$ cat src/rtl/assoc_cache.sv
`default_nettype none
// ============================================================================
// Module   : assoc_cache
// Brief    : K-way set-associative word-line cache with true-LRU replacement,
//            victim reporting and snoop invalidation; registered responses.
// Revision : 1.0  initial release
// ============================================================================
module assoc_cache #(
    parameter int SET_COUNT  = 4,
    parameter int WAYS       = 2,
    parameter int ADDR_WIDTH = 8,
    parameter int LINE_WIDTH = 32
) (
    input  logic                  clock,
    input  logic                  reset,
    input  logic [ADDR_WIDTH-1:0] in_addr,
    input  logic [LINE_WIDTH-1:0] in_val,
    input  logic                  read,
    input  logic                  write,
    input  logic                  bus_valid,
    input  logic [ADDR_WIDTH-1:0] bus_addr,
    output logic                  done,
    output logic                  hit,
    output logic [LINE_WIDTH-1:0] out_val,
    output logic                  evict_valid,
    output logic [ADDR_WIDTH-1:0] evict_addr,
    output logic [LINE_WIDTH-1:0] evict_val
);

    localparam int c_IDX_W = $clog2(SET_COUNT);
    localparam int c_TAG_W = ADDR_WIDTH - c_IDX_W;
    localparam int c_AGE_W = $clog2(WAYS);

    logic                  r_valid [SET_COUNT][WAYS];
    logic [c_TAG_W-1:0]    r_tag   [SET_COUNT][WAYS];
    logic [LINE_WIDTH-1:0] r_data  [SET_COUNT][WAYS];
    logic [c_AGE_W-1:0]    r_age   [SET_COUNT][WAYS];

    logic [c_IDX_W-1:0] w_idx;
    logic [c_TAG_W-1:0] w_tag;
    logic [c_IDX_W-1:0] w_sidx;
    logic [c_TAG_W-1:0] w_stag;
    logic               w_hit;
    logic [c_AGE_W-1:0] w_hit_way;
    logic               w_has_inv;
    logic [c_AGE_W-1:0] w_inv_way;
    logic [c_AGE_W-1:0] w_lru_way;
    logic               w_snp_hit;
    logic [c_AGE_W-1:0] w_snp_way;
    logic [c_AGE_W-1:0] w_victim;
    logic [c_AGE_W-1:0] w_acc_way;
    logic [c_AGE_W-1:0] w_old_age;
    logic               w_collide;
    logic               w_do_write;
    logic               w_do_read;
    logic               w_fill;
    logic               w_touch;

    assign w_idx  = in_addr[c_IDX_W-1:0];
    assign w_tag  = in_addr[ADDR_WIDTH-1:c_IDX_W];
    assign w_sidx = bus_addr[c_IDX_W-1:0];
    assign w_stag = bus_addr[ADDR_WIDTH-1:c_IDX_W];

    // Downward scan so the lowest-index invalid way is the one left standing.
    always_comb begin
        w_hit     = 1'b0;
        w_hit_way = '0;
        w_has_inv = 1'b0;
        w_inv_way = '0;
        w_lru_way = '0;
        w_snp_hit = 1'b0;
        w_snp_way = '0;
        for (int w = WAYS - 1; w >= 0; w--) begin
            if (r_valid[w_idx][w] && (r_tag[w_idx][w] == w_tag)) begin
                w_hit     = 1'b1;
                w_hit_way = c_AGE_W'(w);
            end
            if (!r_valid[w_idx][w]) begin
                w_has_inv = 1'b1;
                w_inv_way = c_AGE_W'(w);
            end
            if (r_age[w_idx][w] == c_AGE_W'(WAYS - 1)) begin
                w_lru_way = c_AGE_W'(w);
            end
            if (r_valid[w_sidx][w] && (r_tag[w_sidx][w] == w_stag)) begin
                w_snp_hit = 1'b1;
                w_snp_way = c_AGE_W'(w);
            end
        end
    end

    assign w_victim   = w_has_inv ? w_inv_way : w_lru_way;
    assign w_acc_way  = w_hit ? w_hit_way : w_victim;
    assign w_old_age  = r_age[w_idx][w_acc_way];
    assign w_collide  = bus_valid && write && (bus_addr == in_addr);
    assign w_do_write = write && !w_collide;
    assign w_do_read  = read && !write;
    assign w_fill     = w_do_write && !w_hit;
    assign w_touch    = (w_do_read && w_hit) || w_do_write;

    always_ff @(posedge clock) begin
        if (reset) begin
            for (int s = 0; s < SET_COUNT; s++) begin
                for (int w = 0; w < WAYS; w++) begin
                    r_valid[s][w] <= 1'b0;
                    r_age[s][w]   <= c_AGE_W'(w);
                end
            end
            done        <= 1'b0;
            hit         <= 1'b0;
            out_val     <= '0;
            evict_valid <= 1'b0;
            evict_addr  <= '0;
            evict_val   <= '0;
        end else begin
            // A fill into the snooped slot replaces the line, so it is applied last.
            if (bus_valid && w_snp_hit) begin
                r_valid[w_sidx][w_snp_way] <= 1'b0;
            end
            if (w_fill) begin
                r_valid[w_idx][w_victim] <= 1'b1;
            end
            if (w_touch) begin
                for (int w = 0; w < WAYS; w++) begin
                    if (c_AGE_W'(w) == w_acc_way) begin
                        r_age[w_idx][w] <= '0;
                    end else if (r_age[w_idx][w] < w_old_age) begin
                        r_age[w_idx][w] <= r_age[w_idx][w] + 1'b1;
                    end
                end
            end
            done        <= read || write;
            hit         <= w_hit && (w_do_read || w_do_write);
            out_val     <= (w_do_read && w_hit) ? r_data[w_idx][w_hit_way] : '0;
            evict_valid <= w_fill && !w_has_inv;
            evict_addr  <= (w_fill && !w_has_inv) ? {r_tag[w_idx][w_victim], w_idx} : '0;
            evict_val   <= (w_fill && !w_has_inv) ? r_data[w_idx][w_victim] : '0;
        end
    end

    // Tag and data arrays carry no reset; validity alone qualifies them.
    always_ff @(posedge clock) begin
        if (!reset && w_do_write) begin
            r_tag[w_idx][w_acc_way]  <= w_tag;
            r_data[w_idx][w_acc_way] <= in_val;
        end
    end

endmodule
`default_nettype wire

$ cat config.mk
export PLATFORM = sky130hd
export DESIGN_NAME = assoc_cache
export DESIGN_NICKNAME = d
export VERILOG_FILES = /design/src/rtl/assoc_cache.sv
export SDC_FILE = /design/constraint.sdc
export NUM_CORES = 1
export LEC_CHECK = 0
export BUFFER_PORTS_ARGS = -buffer_cell sky130_fd_sc_hd__buf_2
export CAP_MARGIN = 20
export CORE_UTILIZATION = 45
export CTS_BUF_LIST = sky130_fd_sc_hd__clkbuf_16
export CTS_CLUSTER_DIAMETER = 150
export DETAILED_ROUTE_END_ITERATION = 8
export PLACE_DENSITY = 0.69
export SETUP_SLACK_MARGIN = 0.5
export SYNTH_ARGS = -nofsm -noshare
export SYNTH_HDL_FRONTEND = slang
export SYNTH_SLANG_ARGS = --single-unit
$ cat constraint.sdc
create_clock -name clock -period 12.3 [get_ports clock]
set_input_delay 2.46 -clock clock [delete_from_list [all_inputs] [get_ports clock]]
set_output_delay 2.46 -clock clock [all_outputs]
set_load 0.02 [all_outputs]
**Word level (Yosys, flattened, before mapping)**

Memory sizes are Yosys's and may differ from the RTL's.
Index checks and enable logic that the tools add are counted.

- Memories kept: 4
- Logic and storage cells: 137
- Memory bits (writable): 320
- Register bits: 75

Memory list:

| name | depth | bits a word | rd ports | clocked after memory_dff | wr ports | line | RTL |
|---|---|---|---|---|---|---|---|
| r_data | 4 | 64 | 1 | 0 | 1 | 36 | `logic [LINE_WIDTH-1:0] r_data [SET_COUNT][WAYS];` |
| r_tag | 4 | 12 | 2 | 0 | 1 | 35 | `logic [c_TAG_W-1:0] r_tag [SET_COUNT][WAYS];` |
| r_age | 4 | 2 | 1 | 0 | 4 | 37 | `logic [c_AGE_W-1:0] r_age [SET_COUNT][WAYS];` |
| r_valid | 4 | 2 | 2 | 0 | 4 | 34 | `logic r_valid [SET_COUNT][WAYS];` |

- Reductions and logical operators: 30
- Order comparisons: 9
- Equal/unequal tests: 5
- Multiplexer cells: 73
- $add $sub $neg: 2
- Bitwise operators: 8

Operators with widths:

| cell | count |
|---|---|
| 32-bit two-way mux | 7 |
| 64-bit two-way mux | 1 |
| 1-bit two-way mux | 45 |
| 32-bit demux with 1-bit select | 1 |
| 6-bit equality test | 4 |
| 6-bit two-way mux | 4 |
| 2-bit two-way mux | 11 |
| 1-bit logical AND | 17 |
| 12-bit two-way mux | 1 |
| 2-bit OR reduction | 5 |
| 8-bit equality test | 1 |
| 2-bit >= comparator (second input constant) | 4 |
| 1-bit NOT with 2-bit output | 4 |
| 6-bit demux with 1-bit select | 1 |
| 2-bit by 1-bit less-than comparator with 1-bit output (second input constant) | 3 |
| 1-bit logical NOT | 5 |
| 1-bit logical OR | 3 |
| 1-bit adder (second input constant) | 2 |
| 1-bit demux with 1-bit select | 2 |
| 1-bit less-than comparator | 2 |
| 1-bit NOT | 2 |
| 1-bit OR | 2 |

**Longest topological paths before layout**

Gate-level depths: netlist of run 1.
An unclocked memory read counts as a cell.

- Depth after elaboration: 19
- Depth in mapped cells: 10

**Worst setup path before layout of run 1**

No wires, ideal clock.

- Path type: input port to flip-flop
- From: in in_addr[0]
- To: mem r_data[0][32] in the netlist's numbering (enable)
- Library setup time: 0.480 ns
- Stages: 8
- Path buffers: 2
- Data arrival time: 6.681 ns
- Data required time: 11.820 ns
- Setup slack: 5.139 ns
- Cells stage by stage: buf_4 -> buf_6 -> mux4_2 -> nor2b_1 -> o21a_1 -> o22ai_1 -> nand2_1 -> nor3_1

- Longest elaborated chain between the ends: 12
- Elaborated cells on any way between the ends: 30
- Those cells by class: order compare: 2; eq/ne: 3; mux: 14; bitwise: 1; reduce/logical: 7; memory: 3

RTL lines:

| element | line | RTL |
|---|---|---|
| from (decl) | 16 | `input logic [ADDR_WIDTH-1:0] in_addr,` |
| memory 4 x 12 bit | -- |  |
| 6-bit equality test | 74 | `if (r_valid[w_idx][w] && (r_tag[w_idx][w] == w_tag)) begin` |
| 1-bit logical AND | 74 |  |
| 1-bit two-way mux (2 in series) | 74 |  |
| 1-bit two-way mux | 93 | `assign w_acc_way = w_hit ? w_hit_way : w_victim;` |
| 1-bit NOT with 2-bit output (implied by the code) | 145 | `r_data[w_idx][w_acc_way] <= in_val;` |
| 2-bit >= comparator (implied by the code) / 2-bit by 1-bit less-than comparator with 1-bit output (equally long branches) | 145 |  |
| 1-bit logical AND (implied by the code) | 145 |  |
| 32-bit two-way mux (implied by the code) | 145 |  |
| 32-bit demux with 1-bit select | 145 |  |
| 64-bit two-way mux (implied by the code) | 145 |  |
| to (decl) | 36 |  |

Several ways; a longest one is shown, not always the timed one.

**Worst setup path after layout of run 1**

- From: in in_addr[0]
- To: mem r_tag[0][0] in the netlist's numbering (enable)

- Longest elaborated chain between the ends: 12
- Elaborated cells on any way between the ends: 30
- Those cells by class: order compare: 2; eq/ne: 3; mux: 14; bitwise: 1; reduce/logical: 7; memory: 3

RTL lines:

| element | line | RTL |
|---|---|---|
| memory 4 x 12 bit | -- |  |
| 6-bit equality test | 74 |  |
| 1-bit logical AND | 74 |  |
| 1-bit two-way mux (2 in series) | 74 |  |
| 1-bit two-way mux | 93 |  |
| 1-bit NOT with 2-bit output (implied by the code) | 144 | `r_tag[w_idx][w_acc_way] <= w_tag;` |
| 2-bit >= comparator (implied by the code) / 2-bit by 1-bit less-than comparator with 1-bit output (equally long branches) | 144 |  |
| 1-bit logical AND (implied by the code) | 144 |  |
| 6-bit two-way mux (implied by the code) | 144 |  |
| 6-bit demux with 1-bit select | 144 |  |
| 12-bit two-way mux (implied by the code) | 144 |  |
| to (decl) | 35 |  |

Several ways; a longest one is shown, not always the timed one.

==> impl_metrics.env, run 1 <==
export IMPL_hold_violations=0
export IMPL_gp_congestion=0.825
export IMPL_vias=7942
export IMPL_synth_simple_area_share=0.0468
export IMPL_syn_area_sq_um=15100
export IMPL_htreeDepth=2
export IMPL_area_delta_synth_final_pct=16.0
export IMPL_leakage_nw=6.37
export IMPL_totalWireLength_um=31500
export IMPL_port_buffers=127
export IMPL_hold_ws_ns=0.497
export IMPL_crit_chain="buf_6 -> mux4_2 -> nor2b_1 -> o21a_2 -> o22ai_1 -> or2_2 -> nor3_4 -> buf_4"
export IMPL_ctsRootBufferMaster="clkbuf_16"
export IMPL_die_area_sq_um=34400
export IMPL_start_kind="input pin"
export IMPL_synth_seq_cells=395
export IMPL_cts_path_max_buffers=3
export IMPL_min_path_type="reg2reg"
export IMPL_post_drt_wl_per_cell_um=21.6
export IMPL_crit_path_top_delay_cell="o21a_2"
export IMPL_drt_iter0_drc=717
export IMPL_crit_fanout=58
export IMPL_die_h_um=185
export IMPL_ios=128
export IMPL_synth_distinct_cells=45
export IMPL_synth_seq_area_share=0.728
export IMPL_cp_startpoint="in_addr[0]"
export IMPL_die_x_um=185
export IMPL_dp_hpwl_um=19200
export IMPL_ys_flop_type="edfxtp_1"
export IMPL_grt_pass1_wl_um=48600
export IMPL_skew_ns=0.0147
export IMPL_viasPerCell=5.45
export IMPL_core_sq_um=32800
export IMPL_cts_hold_buf=0
export IMPL_placed_cell_area_sq_um=16300
export IMPL_worst_pin_slew_ns=0.943
export IMPL_setup_violations=0
export IMPL_regToRegSetupSlack_ns=8.35
export IMPL_r2r_cells=7
export IMPL_synth_edf_count=311
export IMPL_cts_buffers_inserted=40
export IMPL_status="complete, no violations"
export IMPL_clk_pin_slew_worst_paths_ns=0.06
export IMPL_yosysWarnings=0
export IMPL_reg2reg_to="r_tag[0][0]"
export IMPL_period_share=0.511
export IMPL_min_period_ns=6.28
export IMPL_remaining_drc_errors=0
export IMPL_dp_cells=1382
export IMPL_synth_top_family_by_area="multiplexers"
export IMPL_rr_startpoint="r_age[1][1]"
export IMPL_slew_viol_final=0
export IMPL_utilization=0.536
export IMPL_fin_area_sq_um=17600
export IMPL_cts_setup_buffers=0
export IMPL_rows=66
export IMPL_clock_fmax_mhz=159
export IMPL_overflow=0
export IMPL_max_stage_delay_ns=0.83
export IMPL_detail_route_antenna_nets=0
export IMPL_crit_path_end_kind="flop"
export IMPL_synth_fa_ha_area_frac=0
export IMPL_path_class="in2reg"
export IMPL_cts_resized=0
export IMPL_cp_data_required_time_ns=12.44
export IMPL_ir_worst_vdd_uv=91.1
export IMPL_drv_cap=0
export IMPL_synth_area_per_cell_sq_um=17.9
export IMPL_place_ws_ns=5.43
export IMPL_synthXorXnorAreaFrac=0.0185
export IMPL_setup_ws_ns=6.02
export IMPL_antenna_found_initial=3
export IMPL_cts_tree="yes"
export IMPL_crit_end="r_tag[0][0]"
export IMPL_cts_sinks=395
export IMPL_rsz0062_at_grt="no"
export IMPL_muxShareOfSynthArea=0.161
export IMPL_synth_compound_area_share=0.0292
export IMPL_slew_headroom=0.371
export IMPL_syn_inst=844
export IMPL_grt_pass1_vias=8331
export IMPL_fin_setup_tns_ns=0
export IMPL_final_cells=1458
export IMPL_clock_latency_ns=0.52
export IMPL_arrival_ns=6.43
export IMPL_hp_start="r_valid[1][1]"
export IMPL_powerDensity_nw_per_um2=153
export IMPL_final_nets=1037
export IMPL_synthArstFlopShare=0
export IMPL_grt_use_total=0.189
export IMPL_p_total_mw=2.69
export IMPL_grt_max_degree=59
export IMPL_syn_num_nets=897
export IMPL_drive_above_1_share=0.299
export IMPL_first_pass_iters=5
export IMPL_initial_utilization=0.462
-- report_power, final --
group	total (mW)	switching [mW]	internal (mW)
clock network	1.09	0.472	0.615
registers	1.46	0.00427	1.46
logic	0.146	0.0886	0.0572
-- worst max-delay path: cells and delay by family --
kind,cells,cell delay [ns]
AO/OA/AOI/OAI,2,1.13
AND/OR/NAND/NOR,3,1.06
buffers and inverters,2,1.04
multiplexers,1,0.60
-- how the worst min path moves through the flow --
stage	to	slack, ns	depth (start not counted)
finish	r_valid[1][1]	0.50	2
global placement	r_valid[0][1]	0.48	2
floorplan	r_valid[0][1]	0.46	2
CTS	r_valid[1][1]	0.50	2
global route	r_valid[1][1]	0.53	2
detailed placement	r_valid[1][1]	0.49	2
-- per-layer routing --
metal	share of wire	global-route usage
met2	0.50	0.318
met5	0.00079	0
met4	0.017	0.0526
met3	0.058	0.0385
met1	0.42	0.251
-- registers in the layout, indices dropped and copies added, names as in the netlist --
signal	count
out_val	32
r_tag	48
r_valid	8
hit	1
evict_val	32
r_data	256
evict_addr	8
r_age	8
evict_valid	1
done	1
-- cell usage in the layout (no fill, tap or decap), types with 4 or more instances in the layout --
cell type,netlist,layout
xnor2_1,26,26
edfxtp_1,311,311
nand2_1,88,88
o21ai_0,6,5
and3_1,9,9
buf_2,14,125
buf_4,6,14
nand4_1,5,5
mux4_2,94,94
xor2_1,6,6
clkinv_1,0,6
o311ai_0,4,4
nor2_1,47,41
a21oi_1,38,38
nor2_4,0,6
dfxtp_1,84,84
clkbuf_16,0,42
clkinv_2,0,6
a21o_1,4,4
inv_1,11,28
mux2i_1,32,32
-- logic make-up after synthesis --
| logic type | count (synthesis) |
|---|---|
| XOR/XNOR | 32 |
| multiplexers | 126 |
| flip-flops | 395 |
| AND/OR/NAND/NOR | 165 |
| AO/OA/AOI/OAI | 71 |
| buffers and inverters | 55 |
-- cells in the mapped netlist, types with 2 or more instances --
master,n,share of area
a211oi_1,2,0.00099
a21o_1,4,0.0020
a21oi_1,38,0.013
and3_1,9,0.0037
buf_1,2,0.00050
buf_2,14,0.0046
buf_4,6,0.0030
clkbuf_1,21,0.0052
dfxtp_1,84,0.11
edfxtp_1,311,0.62
inv_1,11,0.0027
mux2i_1,32,0.021
mux4_2,94,0.14
nand2_1,88,0.022
nand3_1,4,0.0013
nand4_1,5,0.0021
nor2_1,47,0.012
nor2b_1,2,0.00083
nor3_1,2,0.00066
o21a_1,2,0.00099
o21ai_0,6,0.0020
o21ai_2,2,0.0012
o311ai_0,4,0.0023
o32ai_1,3,0.0017
xnor2_1,26,0.015
xor2_1,6,0.0035
-- cell type report --
class / count / area [sq um]
Multi-Input combinational cell: 394 / 3960
Clock buffer: 42 / 1050
Inverter: 11 / 41.3
Antenna cell: 1 / 2.50
Tap cell: 442 / 553
Fill cell: 2650 / 15200
Sequential cell: 395 / 11000
Clock inverter: 31 / 136
Timing Repair Buffer: 142 / 797
Power figures use the tool's default switching activity.
==> run 2: changes to the inputs <==
- ABC_AREA: not set -> 1
- clock period: 12.3 -> 5.8 ns (I/O delays scaled with it)
==> run 2 against run 1 <==
  * Sequential share of layout area shrank 1.7 points
  * Cell count grew 28%
  * Synthesized cell count grew 49%
  * Final area grew 2.8%
  * First-iteration DRC count grew 37%
  * Critical endpoint is now r_data[0][49]
  * Clock skew grew 0.0045 ns
  * Total power grew 120%
  * Largest cell class unchanged
==> impl_metrics.env, run 2 <==
export IMPL_final_nets=1445
export IMPL_period_share=0.758
export IMPL_core_sq_um=33800
export IMPL_first_pass_iters=5
export IMPL_rows=67
export IMPL_combinationalPowerShare=0.060
export IMPL_hold_violations=0
export IMPL_min_period_ns=4.40
export IMPL_ir_worst_vdd_uv=275
export IMPL_synth_seq_cells=395
export IMPL_cts_hold_buf=0
export IMPL_hold_path_end="r_age[2][0]"
export IMPL_hp_start="r_age[2][0]"
export IMPL_p_clk_frac=0.421
export IMPL_status="complete, no violations"
export IMPL_die_area_sq_um=35300
export IMPL_synth_seq_area_share=0.710
export IMPL_grt_max_degree=45
export IMPL_largest_reg_flops=256
export IMPL_switching_share=0.219
export IMPL_grt_use_total=0.218
export IMPL_syn_area_sq_um=15500
export IMPL_area_delta_synth_final_pct=16.2
export IMPL_yosysWarnings=0
export IMPL_synth_distinct_cells=41
export IMPL_remaining_drc_errors=0
export IMPL_met3_usage=0.0457
export IMPL_synth_simple_area_share=0.138
export IMPL_multi_input_area_sq_um=4070
export IMPL_crit_path_end_kind="flop"
export IMPL_detail_route_antenna_nets=0
export IMPL_die_x_um=188
export IMPL_post_drt_wl_per_cell_um=20.5
export IMPL_final_cell_mix="311 x nand2_1, 311 x edfxtp_1, 127 x buf_2"
export IMPL_viasPerCell=5.56
export IMPL_antenna_found_initial=1
export IMPL_p_total_mw=5.96
export IMPL_drive_above_1_share=0.197
export IMPL_grtUsageMet1=0.299
export IMPL_reg2reg_to="r_data[0][49]"
export IMPL_synth_top_family_by_area="simple AND/OR/NAND/NOR gates"
export IMPL_drt_iter0_drc=981
export IMPL_place_ws_ns=0.950
export IMPL_cts_resized=0
export IMPL_synth_area_leaders="edfxtp_1 60%, dfxtp_1 11%, nand2_1 7.5%, a22oi_1 4.4%, nor2_1 2.2%"
export IMPL_grt_pass1_wl_um=58900
export IMPL_p_sw_mw=1.31
export IMPL_dp_hpwl_um=24000
export IMPL_synth_common_cells="311 x edfxtp_1, 311 x nand2_1, 91 x a22oi_1, 89 x nor2_1, 84 x dfxtp_1"
export IMPL_r2r_cells=10
export IMPL_slew_headroom=0.501
export IMPL_synth_edf_count=311
export IMPL_synth_compound_area_share=0.117
export IMPL_intPower_mw=4.65
export IMPL_worst_pin_slew_ns=0.748
export IMPL_cts_path_max_buffers=3
export IMPL_drv_cap=0
export IMPL_fin_setup_tns_ns=0
export IMPL_rr_startpoint="r_age[1][0]"
export IMPL_min_path_type="reg2reg"
export IMPL_vias=10400
export IMPL_powerDensity_nw_per_um2=330
export IMPL_cp_data_required_time_ns=5.95
export IMPL_slew_viol_final=0
export IMPL_min_path_cells=4
export IMPL_path_class="in2reg"
export IMPL_ctsRootBufferMaster="clkbuf_16"
export IMPL_gp_congestion=0.930
export IMPL_cts_tree="yes"
export IMPL_regToRegSetupSlack_ns=2.76
export IMPL_clock_latency_ns=0.53
export IMPL_htreeDepth=2
export IMPL_grtUsageMet2=0.349
export IMPL_die_h_um=188
export IMPL_ys_flop_type="edfxtp_1"
export IMPL_largest_registers="r_data x256, r_tag x48"
export IMPL_cts_buffers_inserted=40
export IMPL_initial_utilization=0.460
export IMPL_setup_violations=0
export IMPL_synthXorXnorAreaFrac=0.00282
export IMPL_n_fill_cell=2809
export IMPL_crit_fanout=38
export IMPL_setup_ws_ns=1.40
export IMPL_syn_num_nets=1314
export IMPL_leakage_nw=6.83
export IMPL_largest_register="r_data"
export IMPL_syn_inst=1261
export IMPL_totalWireLength_um=38300
export IMPL_clock_fmax_mhz=227
export IMPL_arrival_ns=4.55
export IMPL_ios=128
export IMPL_start_kind="input pin"
export IMPL_layout_area_seq_sq_um=11000
export IMPL_cts_setup_buffers=0
export IMPL_yosysTopAreaCell="edfxtp_1"
export IMPL_clk_pin_slew_worst_paths_ns=0.06
export IMPL_power_frac_seq=0.519
export IMPL_antennaDiodeCount=0
export IMPL_grt_busiest_layer="met2"
export IMPL_port_buffers=127
export IMPL_muxShareOfSynthArea=0
export IMPL_synth_top_area_frac=0.601
export IMPL_synthArstFlopShare=0
export IMPL_skew_ns=0.0192
export IMPL_synth_area_per_cell_sq_um=12.3
export IMPL_rsz0062_at_grt="no"
export IMPL_grt_pass1_vias=10200
export IMPL_synth_fa_ha_area_frac=0
export IMPL_cts_sinks=395
export IMPL_overflow=0
## run 2: changes by cell type after synthesis, moves of 27 or more
cell      delta
nand2_1    +223
mux4_2      -94
a22oi_1     +91
nor2_1      +42
nand3_1     +35
inv_1       +34
mux2i_1     -32
a221oi_1    +27
## run 2: worst max path at each step
stage	cells past startpoint	endpoint	start
floorplan	14	r_data[0][0]	in_addr[1]
detailed placement	13	r_data[0][48]	in_addr[0]
CTS	13	r_data[0][49]	in_addr[0]
global placement	13	r_data[0][48]	in_addr[0]
global route	13	r_data[0][49]	in_addr[0]
finish	13	r_data[0][49]	in_addr[0]
## run 2: area by class of cell
cell class | count | area share
Sequential cell | 395 | 0.611
Multi-Input combinational cell | 750 | 0.226
Clock buffer | 41 | 0.0569
Timing Repair Buffer | 153 | 0.0502
Tap cell | 448 | 0.0311
Clock inverter | 31 | 0.0144
Inverter | 52 | 0.0111
## run 2: logic make-up after synthesis
family | Yosys count
buffers and inverters | 116
xor gates and xnor gates | 5
AOI/OAI and AO/OA | 237
DFF | 395
and+or+nand+nor | 508
## run 2: per-layer routing
metal  part of all wire  wire length, um
met5            0.00021                8
met4              0.023              864
met2               0.47            17900
met1               0.44            16800
met3              0.071             2700
## run 2: power groups by stage
| stage | Sequential [mW] | Clock [mW] | Combinational [mW] |
|---|---|---|---|
| after floorplan | 3.16 | 0 | 0.215 |
| after global placement | 3.15 | 0 | 0.348 |
| after detailed placement | 3.16 | 0 | 0.353 |
| after CTS | 3.09 | 2.55 | 0.354 |
| after global routing | 3.10 | 2.66 | 0.394 |
| final | 3.10 | 2.51 | 0.357 |
## run 2: critical path: stages
cell and delay (ns):
buf_2 0.37, buf_4 0.30, inv_4 0.14, nand2_1 0.30
o21ai_0 0.14, nor2_1 0.16, nor2_2 0.10, nand3_1 0.09
nand2_2 0.26, o21ai_1 0.46, nand2_1 0.35, nor2_4 0.15
buf_4 0.54
## run 2: through the flow
stage | instances | hold slack (ns) | util | instance area, sq um
global placement | 1798 | 0.510 | 0.496 | 16800
finish | 1870 | 0.536 | 0.534 | 18000
detailed placement | 1798 | 0.500 | 0.496 | 16800
floorplan | 1261 | 0.474 | - | 15500
CTS | 1870 | 0.536 | 0.534 | 18000
global route | 1870 | 0.565 | 0.534 | 18000
